$ cat config.mk
export PLATFORM = sky130hd
export DESIGN_NAME = mem_arbiter
export DESIGN_NICKNAME = d
export VERILOG_FILES = /design/src/rtl/mem_arbiter.sv
export SDC_FILE = /design/constraint.sdc
export NUM_CORES = 1
export LEC_CHECK = 0
export ABC_AREA = 1
export CAP_MARGIN = 15
export CORE_ASPECT_RATIO = 1.5
export CORE_UTILIZATION = 45
export CTS_CLUSTER_DIAMETER = 120
export DETAILED_ROUTE_END_ITERATION = 12
export MAX_ROUTING_LAYER = met4
export PLACE_DENSITY = 0.92
export SLEW_MARGIN = 5
export SYNTH_ARGS = -nofsm -noshare
export SYNTH_HDL_FRONTEND = slang
export SYNTH_SLANG_ARGS = --single-unit
$ cat constraint.sdc
create_clock -name clk -period 3.6 [get_ports clk]
set_input_delay 0.36 -clock clk [delete_from_list [all_inputs] [get_ports clk]]
set_output_delay 0.36 -clock clk [all_outputs]
set_load 0.02 [all_outputs]
$ cat src/rtl/mem_arbiter.sv
// Arbitrates the single RAM port between the CPU datapath and the front-panel loader.
// One access in flight; priority follows CPU run state, bounded by per-side starvation counters.
module mem_arbiter #(
  parameter int unsigned MEM_LAT  = 2,
  parameter int unsigned MAX_WAIT = 4
) (
  input  logic        clk,
  input  logic        rst,
  input  logic [1:0]  cpustate,
  input  logic        cpu_req,
  input  logic        cpu_we,
  input  logic [15:0] cpu_addr,
  input  logic [7:0]  cpu_wdata,
  output logic        cpu_ack,
  output logic [7:0]  cpu_rdata,
  input  logic        pnl_req,
  input  logic        pnl_we,
  input  logic [15:0] pnl_addr,
  input  logic [7:0]  pnl_wdata,
  output logic        pnl_ack,
  output logic [7:0]  pnl_rdata,
  input  logic [7:0]  mem_rdata,
  output logic        read,
  output logic        write,
  output logic [15:0] addr,
  output logic [7:0]  data,
  output logic        owner,
  output logic        busy
);

  localparam int unsigned AW = 16;
  localparam int unsigned DW = 8;
  localparam int unsigned CW = (MEM_LAT > 1) ? $clog2(MEM_LAT) : 1;
  localparam int unsigned WW = ($clog2(MAX_WAIT + 1) > 3) ? $clog2(MAX_WAIT + 1) : 3;

  typedef enum logic [1:0] {
    IDLE   = 2'd0,
    ACCESS = 2'd1,
    DONE   = 2'd2
  } state_e;

  state_e          state_q, state_d;
  logic [CW-1:0]   cnt_q, cnt_d;
  logic [WW-1:0]   cpu_wait_q, cpu_wait_d;
  logic [WW-1:0]   pnl_wait_q, pnl_wait_d;
  logic            we_q, we_d;
  logic [AW-1:0]   addr_q, addr_d;
  logic [DW-1:0]   data_q, data_d;
  logic            owner_q, owner_d;
  logic            busy_q, busy_d;
  logic            read_q, read_d;
  logic            write_q, write_d;
  logic            cpu_ack_q, cpu_ack_d;
  logic            pnl_ack_q, pnl_ack_d;
  logic [DW-1:0]   cpu_rdata_q, cpu_rdata_d;
  logic [DW-1:0]   pnl_rdata_q, pnl_rdata_d;

  logic            cpu_hi;
  logic            grant_pnl;
  logic            sel_we;

  // Next-state, grant and output computation
  always_comb begin
    state_d     = state_q;
    cnt_d       = cnt_q;
    cpu_wait_d  = cpu_wait_q;
    pnl_wait_d  = pnl_wait_q;
    we_d        = we_q;
    addr_d      = addr_q;
    data_d      = data_q;
    owner_d     = owner_q;
    busy_d      = busy_q;
    read_d      = 1'b0;
    write_d     = 1'b0;
    cpu_ack_d   = 1'b0;
    pnl_ack_d   = 1'b0;
    cpu_rdata_d = '0;
    pnl_rdata_d = '0;
    cpu_hi      = (cpustate == 2'b11);
    grant_pnl   = 1'b0;
    sel_we      = 1'b0;

    case (state_q)
      IDLE: begin
        if (cpu_req || pnl_req) begin
          // A starved loser at MAX_WAIT overrides the mode-based priority
          if (cpu_req && pnl_req) begin
            grant_pnl = cpu_hi ? (pnl_wait_q == WW'(MAX_WAIT))
                               : (cpu_wait_q != WW'(MAX_WAIT));
          end else begin
            grant_pnl = pnl_req;
          end
          sel_we  = grant_pnl ? pnl_we : cpu_we;
          owner_d = grant_pnl;
          we_d    = sel_we;
          addr_d  = grant_pnl ? pnl_addr : cpu_addr;
          data_d  = grant_pnl ? pnl_wdata : cpu_wdata;
          cnt_d   = '0;
          busy_d  = 1'b1;
          read_d  = ~sel_we;
          write_d = sel_we;
          state_d = ACCESS;
          if (grant_pnl) begin
            pnl_wait_d = '0;
            if (cpu_req && (cpu_wait_q != WW'(MAX_WAIT))) cpu_wait_d = cpu_wait_q + WW'(1);
          end else begin
            cpu_wait_d = '0;
            if (pnl_req && (pnl_wait_q != WW'(MAX_WAIT))) pnl_wait_d = pnl_wait_q + WW'(1);
          end
        end
      end

      ACCESS: begin
        if (cnt_q == CW'(MEM_LAT - 1)) begin
          state_d = DONE;
          if (owner_q) begin
            pnl_ack_d   = 1'b1;
            pnl_rdata_d = we_q ? '0 : mem_rdata;
          end else begin
            cpu_ack_d   = 1'b1;
            cpu_rdata_d = we_q ? '0 : mem_rdata;
          end
        end else begin
          cnt_d   = cnt_q + CW'(1);
          read_d  = ~we_q;
          write_d = we_q;
        end
      end

      DONE: begin
        busy_d  = 1'b0;
        state_d = IDLE;
      end

      default: begin
        busy_d  = 1'b0;
        state_d = IDLE;
      end
    endcase
  end

  always_ff @(posedge clk) begin
    if (rst) begin
      state_q     <= IDLE;
      cnt_q       <= '0;
      cpu_wait_q  <= '0;
      pnl_wait_q  <= '0;
      we_q        <= 1'b0;
      addr_q      <= '0;
      data_q      <= '0;
      owner_q     <= 1'b0;
      busy_q      <= 1'b0;
      read_q      <= 1'b0;
      write_q     <= 1'b0;
      cpu_ack_q   <= 1'b0;
      pnl_ack_q   <= 1'b0;
      cpu_rdata_q <= '0;
      pnl_rdata_q <= '0;
    end else begin
      state_q     <= state_d;
      cnt_q       <= cnt_d;
      cpu_wait_q  <= cpu_wait_d;
      pnl_wait_q  <= pnl_wait_d;
      we_q        <= we_d;
      addr_q      <= addr_d;
      data_q      <= data_d;
      owner_q     <= owner_d;
      busy_q      <= busy_d;
      read_q      <= read_d;
      write_q     <= write_d;
      cpu_ack_q   <= cpu_ack_d;
      pnl_ack_q   <= pnl_ack_d;
      cpu_rdata_q <= cpu_rdata_d;
      pnl_rdata_q <= pnl_rdata_d;
    end
  end

  assign read      = read_q;
  assign write     = write_q;
  assign addr      = addr_q;
  assign data      = data_q;
  assign owner     = owner_q;
  assign busy      = busy_q;
  assign cpu_ack   = cpu_ack_q;
  assign pnl_ack   = pnl_ack_q;
  assign cpu_rdata = cpu_rdata_q;
  assign pnl_rdata = pnl_rdata_q;

endmodule

After elaboration in Yosys (flattened, before gate mapping). Cells that the tools add are included.

Bits in registers: 56. Word-level logic and storage cells: 75. Bits of input ports: 64. Output and inout bits: 46.

Reduce and logical (&&, ||, !) cells: 16. Mux-type cells: 28. Bitwise operators: 5. Eq/ne operators: 8. Add/sub/neg operators: 3.

Operators with widths (number): $mux 16 (1); $mux 8 (2); $mux 1 (14); $mux 3 (4); $pmux 1 s2 (4); $reduce_and 2->1 (4); $reduce_or 4->1 (2); $add 3x1->3 const B (2); $ne 3x3->1 const B (2); $reduce_and 3->1 (2); $not 1->1 (5); $mux 2 (2); $ne 2x2->1 const B (2); $pmux 2 s2 (1); $reduce_bool 2->1 (2); $eq 3x3->1 const B (1); $logic_and 1x1->1 (3); $reduce_or 3->1 (1); $eq 2x1->1 const B (1); $eq 2x2->1 const B (1); $logic_not 2->1 (1); $ne 2x1->1 const B (1); $add 1x1->1 const B (1); $logic_or 1x1->1 (1).

Depth between registers and ports, before layout. Gate-level depths: netlist (run 1).

Depth in word-level cells: 9. Depth in mapped cells: 12. Depth with buffers taken out: 11.

Least setup slack after synthesis (run 1). OpenSTA, ideal clock, no wires.

Path kind: reg-to-reg. From: reg pnl_wait_q[0]. To: reg addr_q[12], in the netlist addr[12]. Path slack: 2.104 ns. Buffers on the path: 1. Arrival: 1.367 ns. Cell stages (with the launch flop): 12. Path through: dfxtp_1 > inv_1 > ha_1 > nand2_1 > inv_1 > nand2_1 > nand3_2 > buf_6 > nand3_1 > nand2_1 > a21oi_2 > nor2_2.

Longest elaborated chain between the ends: 6.

RTL lines: start: declaration (RTL line 45) `logic [WW-1:0] pnl_wait_q, pnl_wait_d;`; start signal: assignment (RTL line 163) `pnl_wait_q <= pnl_wait_d;`; $eq 3x3->1 (RTL line 88) `grant_pnl = cpu_hi ? (pnl_wait_q == WW'(MAX_WAIT))`; $mux 1 (RTL line 88); $mux 1 (RTL line 87) `if (cpu_req && pnl_req) begin`; $mux 1 (RTL line 85) `if (cpu_req || pnl_req) begin`; $mux 1 (RTL line 83) `case (state_q)`; $mux 16 (RTL line 96) `addr_d = grant_pnl ? pnl_addr : cpu_addr;`; end signal: assignment (RTL line 165) `addr_q <= addr_d;`; end: declaration (RTL line 47) `logic [AW-1:0] addr_q, addr_d;`.

No other way between the ends. The select of a mux whose other input is x is not followed. A chain may end at the register's enable or synchronous reset.

Final worst setup path (run 1).
From: reg pnl_wait_q[0]. To: reg addr_q[15], in the netlist addr[15].

The elaborated chain is that of the path after synthesis.

==> metrics.txt, run 1 <==
final WL=approximately 6000 um; Worst-path clk slew=roughly 0.090 ns; Rows=32; setup ws final=1.42 ns; number of clock sinks=56; Avg Cell Area, Syn=between 7 and 8 um^2; H-tree Lvls=2; top cell type's share of synthesized area=between 40% and 50%; Syn Nets=roughly 390; Final ANT Viol Nets=0; clk root buf=clkbuf_8; Synth Area in Adders=2.06%; ant diodes=0; Initial DRT Pass Iterations=4; Setup TNS=0 ns; Core ar.=~5200 um^2; final setup fails=0; worst skew pair latency=0.30 ns; cts bufs inserted=5; Synth Area in Compound Gates=between 6 and 7%; peak supply drop=between 0.3 and 0.4 mV; fmax=0.459 GHz; non-filler cells, final=490; Syn Inst Count=320; Final Hold Slack=roughly 0.5 ns; Ys Warns=0; Post-DP HPWL=roughly 4400 um; vias in the first global route=between 2000 and 2500; setup bufs post-CTS=0; power density over cell area=between 300 and 400 nW/um^2; Area Growth Syn to Fin=49.3%; crit share post-route=between 60 and 70%; Worst Skew=0.00360 ns; first-pass GRT wire length=9970 um; GRT Util Overall=a little under a quarter; pin count of the biggest net entering global routing=35; maximum clock path buffer count=2; multi-input logic area=~1000 um^2; post-CTS resize count=0; Post-Syn Area=about 2400 um^2; max-cap violations=0; RSZ-0062 raised after global routing=no; GPL Wtd Cong=0.801; grt total ovfl=0; register area=roughly 1100 um^2; chip width=between 60 and 70 um; largest family of logic cells by synthesized area=simple AND/OR/NAND/NOR gates; die height=about 90 um; final core utilization=~70%; hold buffers post-CTS=0; die area=5710 um^2; slew margin rel.=between 50% and 60%; HP Class=reg2reg; max-slew violation count=0; #FFs+latches synth=56; cell taking the most area after synthesis=dfxtp_1; CTS tree=built; fill count=409; layout cell share with drive strength beyond 1=6.64%; initial antenna violation count=0; vias post-DR=about 2400; final hold vios=0; drt drc=0; Starting DRT DRC Count=~120; leakage power=0.00162 uW; post-synthesis simple-gate area fraction=approximately 34%; Port Buf Inserts=109; Post-Synth XOR/XNOR Area=less than 1%; fin nets=~490; Max FO, Critical Path=28; mux contribution to synthesized area=0%; I/O pins=between 100 and 150; crit end category=flop; Via density=4.97; DR WL/cell=between 10 and 15 um; status=finished, final reports clean; pre-CTS WS=~1.3 ns; placed insts=482; count of cell types in the netlist=23; Critical Path RT=between 3 and 4 ns; sequential share of the synthesized area=between 40% and 50%; post-route minimum period=between 2 and 2.5 ns; CP Launch Type=flop; Synth area leaders=dfxtp_1 46%, nand2_1 11%, nand3_1 11%, inv_1 6.0%, a21oi_1 4.1%; Setup CP Type=reg2reg; R2R setup slack=about 1.4 ns; initial core utilization=a little under half; Worst Max-Slew Pin Slew=around 0.62 ns; CP arrival=2.43 ns
## worst max-delay path, stage by stage (launching register included)
cell and delay (ns):
dfxtp_1 0.37, inv_1 0.07, ha_1 0.19, nand2_1 0.11, inv_1 0.07, nand2_1 0.08, nand3_2 0.47, nand2_4 0.41
nand3_1 0.12, nand3_1 0.10, nand2_1 0.07, inv_1 0.06
## layer usage
layer  vias up  GRT usage [%]  routed length (um)
li1       1224              -                   -
met1      1100           24.5                2390
met2        98           40.5                3230
met3        11           5.08                 381
met4         0           8.70                 125
met5         -              -                   0
## cell families (layout without fill, tap and decap cells)
group / after synthesis / after routing
AND/OR/NAND/NOR: 173 / 173
buffers and inverters: 57 / 159
flip-flops: 56 / 56
AO/OA/AOI/OAI: 28 / 28
adder cells (fa/ha/maj): 4 / 4
XOR/XNOR: 2 / 2
## worst paths after layout
check	cells past startpoint	end	from
setup / recovery	11	addr[15]	pnl_wait_q[0]
hold / removal	2	cpu_wait_q[1]	cpu_wait_q[1]
setup reg to reg	11	addr[15]	pnl_wait_q[0]
hold reg to reg	2	cpu_wait_q[1]	cpu_wait_q[1]
## metrics by stage
| stage | total power (uW) | area [um^2] |
|---|---|---|
| floorplan | 877 | 2430 |
| global placement | 1020 | 3510 |
| detailed placement | 1030 | 3510 |
| CTS | 1440 | 3630 |
| global route | 1510 | 3630 |
| finish | 1430 | 3630 |
## where the power goes
group	internal (uW)	switching (uW)	total, uW
sequential	656	26.6	683
combinational	160	173	333
clock	227	190	418
## sequential cells by signal, indices dropped and copies added (netlist names)
| name | cells |
|---|---|
| addr | 16 |
| busy | 1 |
| cnt_q | 1 |
| cpu_ack | 1 |
| cpu_rdata | 8 |
| cpu_wait_q | 3 |
| data | 8 |
| owner | 1 |
| pnl_ack | 1 |
| pnl_rdata | 8 |
| pnl_wait_q | 3 |
| read | 1 |
| state_q | 2 |
| we_q | 1 |
| write | 1 |
## cell usage after synthesis, drive strengths merged
library cell,instances
a21oi,24
nor3,16
dfxtp,56
ha,4
nand3b,1
buf,11
clkbuf,5
nand4,4
nor4,1
o21ai,4
nor2,22
inv,41
nand2,74
xor2,2
nand3,55
## layout make-up
| type | count | share of cell area [%] |
|---|---|---|
| flip-flops and latches | 56 | 30.9 |
| multi-input cells | 207 | 28.9 |
| clock buffers | 6 | 2.28 |
| inverters | 41 | 4.24 |
| clock inverters | 2 | 1.07 |
| well taps | 68 | 2.34 |
| repair buffers | 110 | 30.3 |
## placed cells by master (no fill, tap or decap), drive strengths merged
cell type / n
bufinv: 1
a21oi: 24
ha: 4
nor2: 22
nand4: 4
nand3b: 1
clkinv: 1
clkdlybuf4s50: 109
nor4: 1
clkbuf: 6
buf: 1
inv: 41
o21ai: 4
nand3: 55
dfxtp: 56
nand2: 74
xor2: 2
nor3: 16
(Power assumes the default switching activity.)
==> inputs of run 2 (changes only) <==
CORE_UTILIZATION = 41   (was 45)
PLACE_DENSITY = 0.85   (was 0.92)
clock period = 2.26 ns   (was 3.6 ns; I/O delays follow)
==> metrics.txt, run 2 (synthesis gave the netlist of run 1 again) <==
die area=approximately 6200 um^2; drt drc=0; chip width=64.9 um; Rows=34; final WL=6240 um; cts bufs inserted=5; max-cap violations=0; Worst Max-Slew Pin Slew=~0.59 ns; slew margin rel.=60.5%; final hold vios=0; status=finished, final reports clean; most common cell after layout, fill and taps aside=clkdlybuf4s50_1; fill count=about 500; crit end category=flop; H-tree Lvls=2; Setup TNS=0 ns; grt total ovfl=0; HP Class=in2reg; final setup fails=0; max-slew violation count=0; crit share post-route=82.3%; DR WL/cell=~13 um; I/O pins=between 100 and 150; CTS tree=built; multi-input logic area=1050 um^2; Via density=4.93; post-CTS resize count=0; Critical Path RT=~2.5 ns; register area=~1100 um^2; initial core utilization=a little over two fifths; GRT Util Overall=a little over a fifth; post-place instance area=~3500 um^2; Worst-path clk slew=0.10 ns; layout cell share with drive strength beyond 1=7.08%; pin count of the biggest net entering global routing=29; Starting DRT DRC Count=79; vias in the first global route=2341; RSZ-0062 raised after global routing=no; hold buffers post-CTS=0; R2R setup slack=approximately 0.40 ns; Initial DRT Pass Iterations=4; die height=between 90 and 100 um; fmax=between 0.5 and 0.6 GHz; Core ar.=around 5700 um^2; peak supply drop=about 0.42 mV; power density over cell area=622 nW/um^2; placed insts=488; number of clock sinks=between 50 and 60; worst skew pair latency=about 0.31 ns; Max FO, Critical Path=12; Worst Skew=approximately 0.0060 ns; most frequent cells in the layout=109 x clkdlybuf4s50_1, 72 x nand2_1, 56 x dfxtp_1; Tot Pwr=about 2300 uW; ant diodes=0; leakage power=about 0.0016 uW; Port Buf Inserts=between 100 and 150; post-route minimum period=approximately 1.9 ns; CP Launch Type=flop; GPL Wtd Cong=between 0.8 and 0.9; non-filler cells, final=496; finished layout cell area=~3600 um^2; Area Growth Syn to Fin=49.7%; Final ANT Viol Nets=0; maximum clock path buffer count=2; max reg flops=16; Final Hold Slack=approximately 0.46 ns; setup bufs post-CTS=0; fin nets=about 490; CP arrival=around 2.1 ns; Setup CP Type=reg2reg; Post-DP HPWL=~4700 um; clk root buf=clkbuf_8; first-pass GRT wire length=between 9000 and 10000 um; vias post-DR=between 2000 and 2500; initial antenna violation count=0
run 2: cell types whose count changed in the layout (fill, tap and decap cells not counted):
cell	change
clkinvlp_4	+1
buf_4	+2
clkbuf_8	-1
clkinv_2	+1
clkinv_4	-1
run 2: report_power, final:
| group | leakage (uW) | internal, uW | switching, uW |
|---|---|---|---|
| combinational | 0.00111 | 258 | 277 |
| clock | 0.0000541 | 328 | 312 |
| sequential | 0.000458 | 1050 | 42.0 |
run 2: path summary, 6_finish.rpt:
kind                 startpoint            end  depth (start not counted)
hold / removal     mem_rdata[5]   cpu_rdata[5]                          3
setup / recovery  cpu_wait_q[0]        data[4]                         10
setup reg to reg  cpu_wait_q[0]        data[4]                         10
hold reg to reg   pnl_wait_q[0]  pnl_wait_q[0]                          2
run 2: per-stage QoR:
| step | setup slack [ns] | utilization [%] |
|---|---|---|
| floorplan | 0.764 | - |
| global placement | 0.324 | 61.4 |
| detailed placement | 0.254 | 61.4 |
| CTS | 0.398 | 63.4 |
| global route | 0.197 | 63.4 |
| finish | 0.399 | 63.4 |
run 2: layer usage:
metal	global-route usage [%]	vias to the layer above	part of all wire (%)
met1	19.7	1118	38
met4	9.26	0	2.3
met2	40.8	88	54
li1	-	1225	-
met3	4.38	13	5.4
met5	-	-	0
run 2: final cells by class:
cell class                 count  area share [%]
clock buffer                   5            1.89
inverter                      41            4.23
timing repair buffer         112            30.6
tap                           72            2.48
clock inverter                 3            1.17
sequential                    56            30.8
multi-input combinational    207            28.8
run 2: worst max-delay path, stage by stage, from the launching register on:
cell     delay, ns
dfxtp_1       0.34
inv_1         0.08
ha_1          0.14
nand2_1       0.09
nand2_1       0.11
nand2_1       0.07
nor2_2        0.16
nor2_2        0.08
nor2_2        0.47
a21oi_1       0.13
nor2_1        0.13
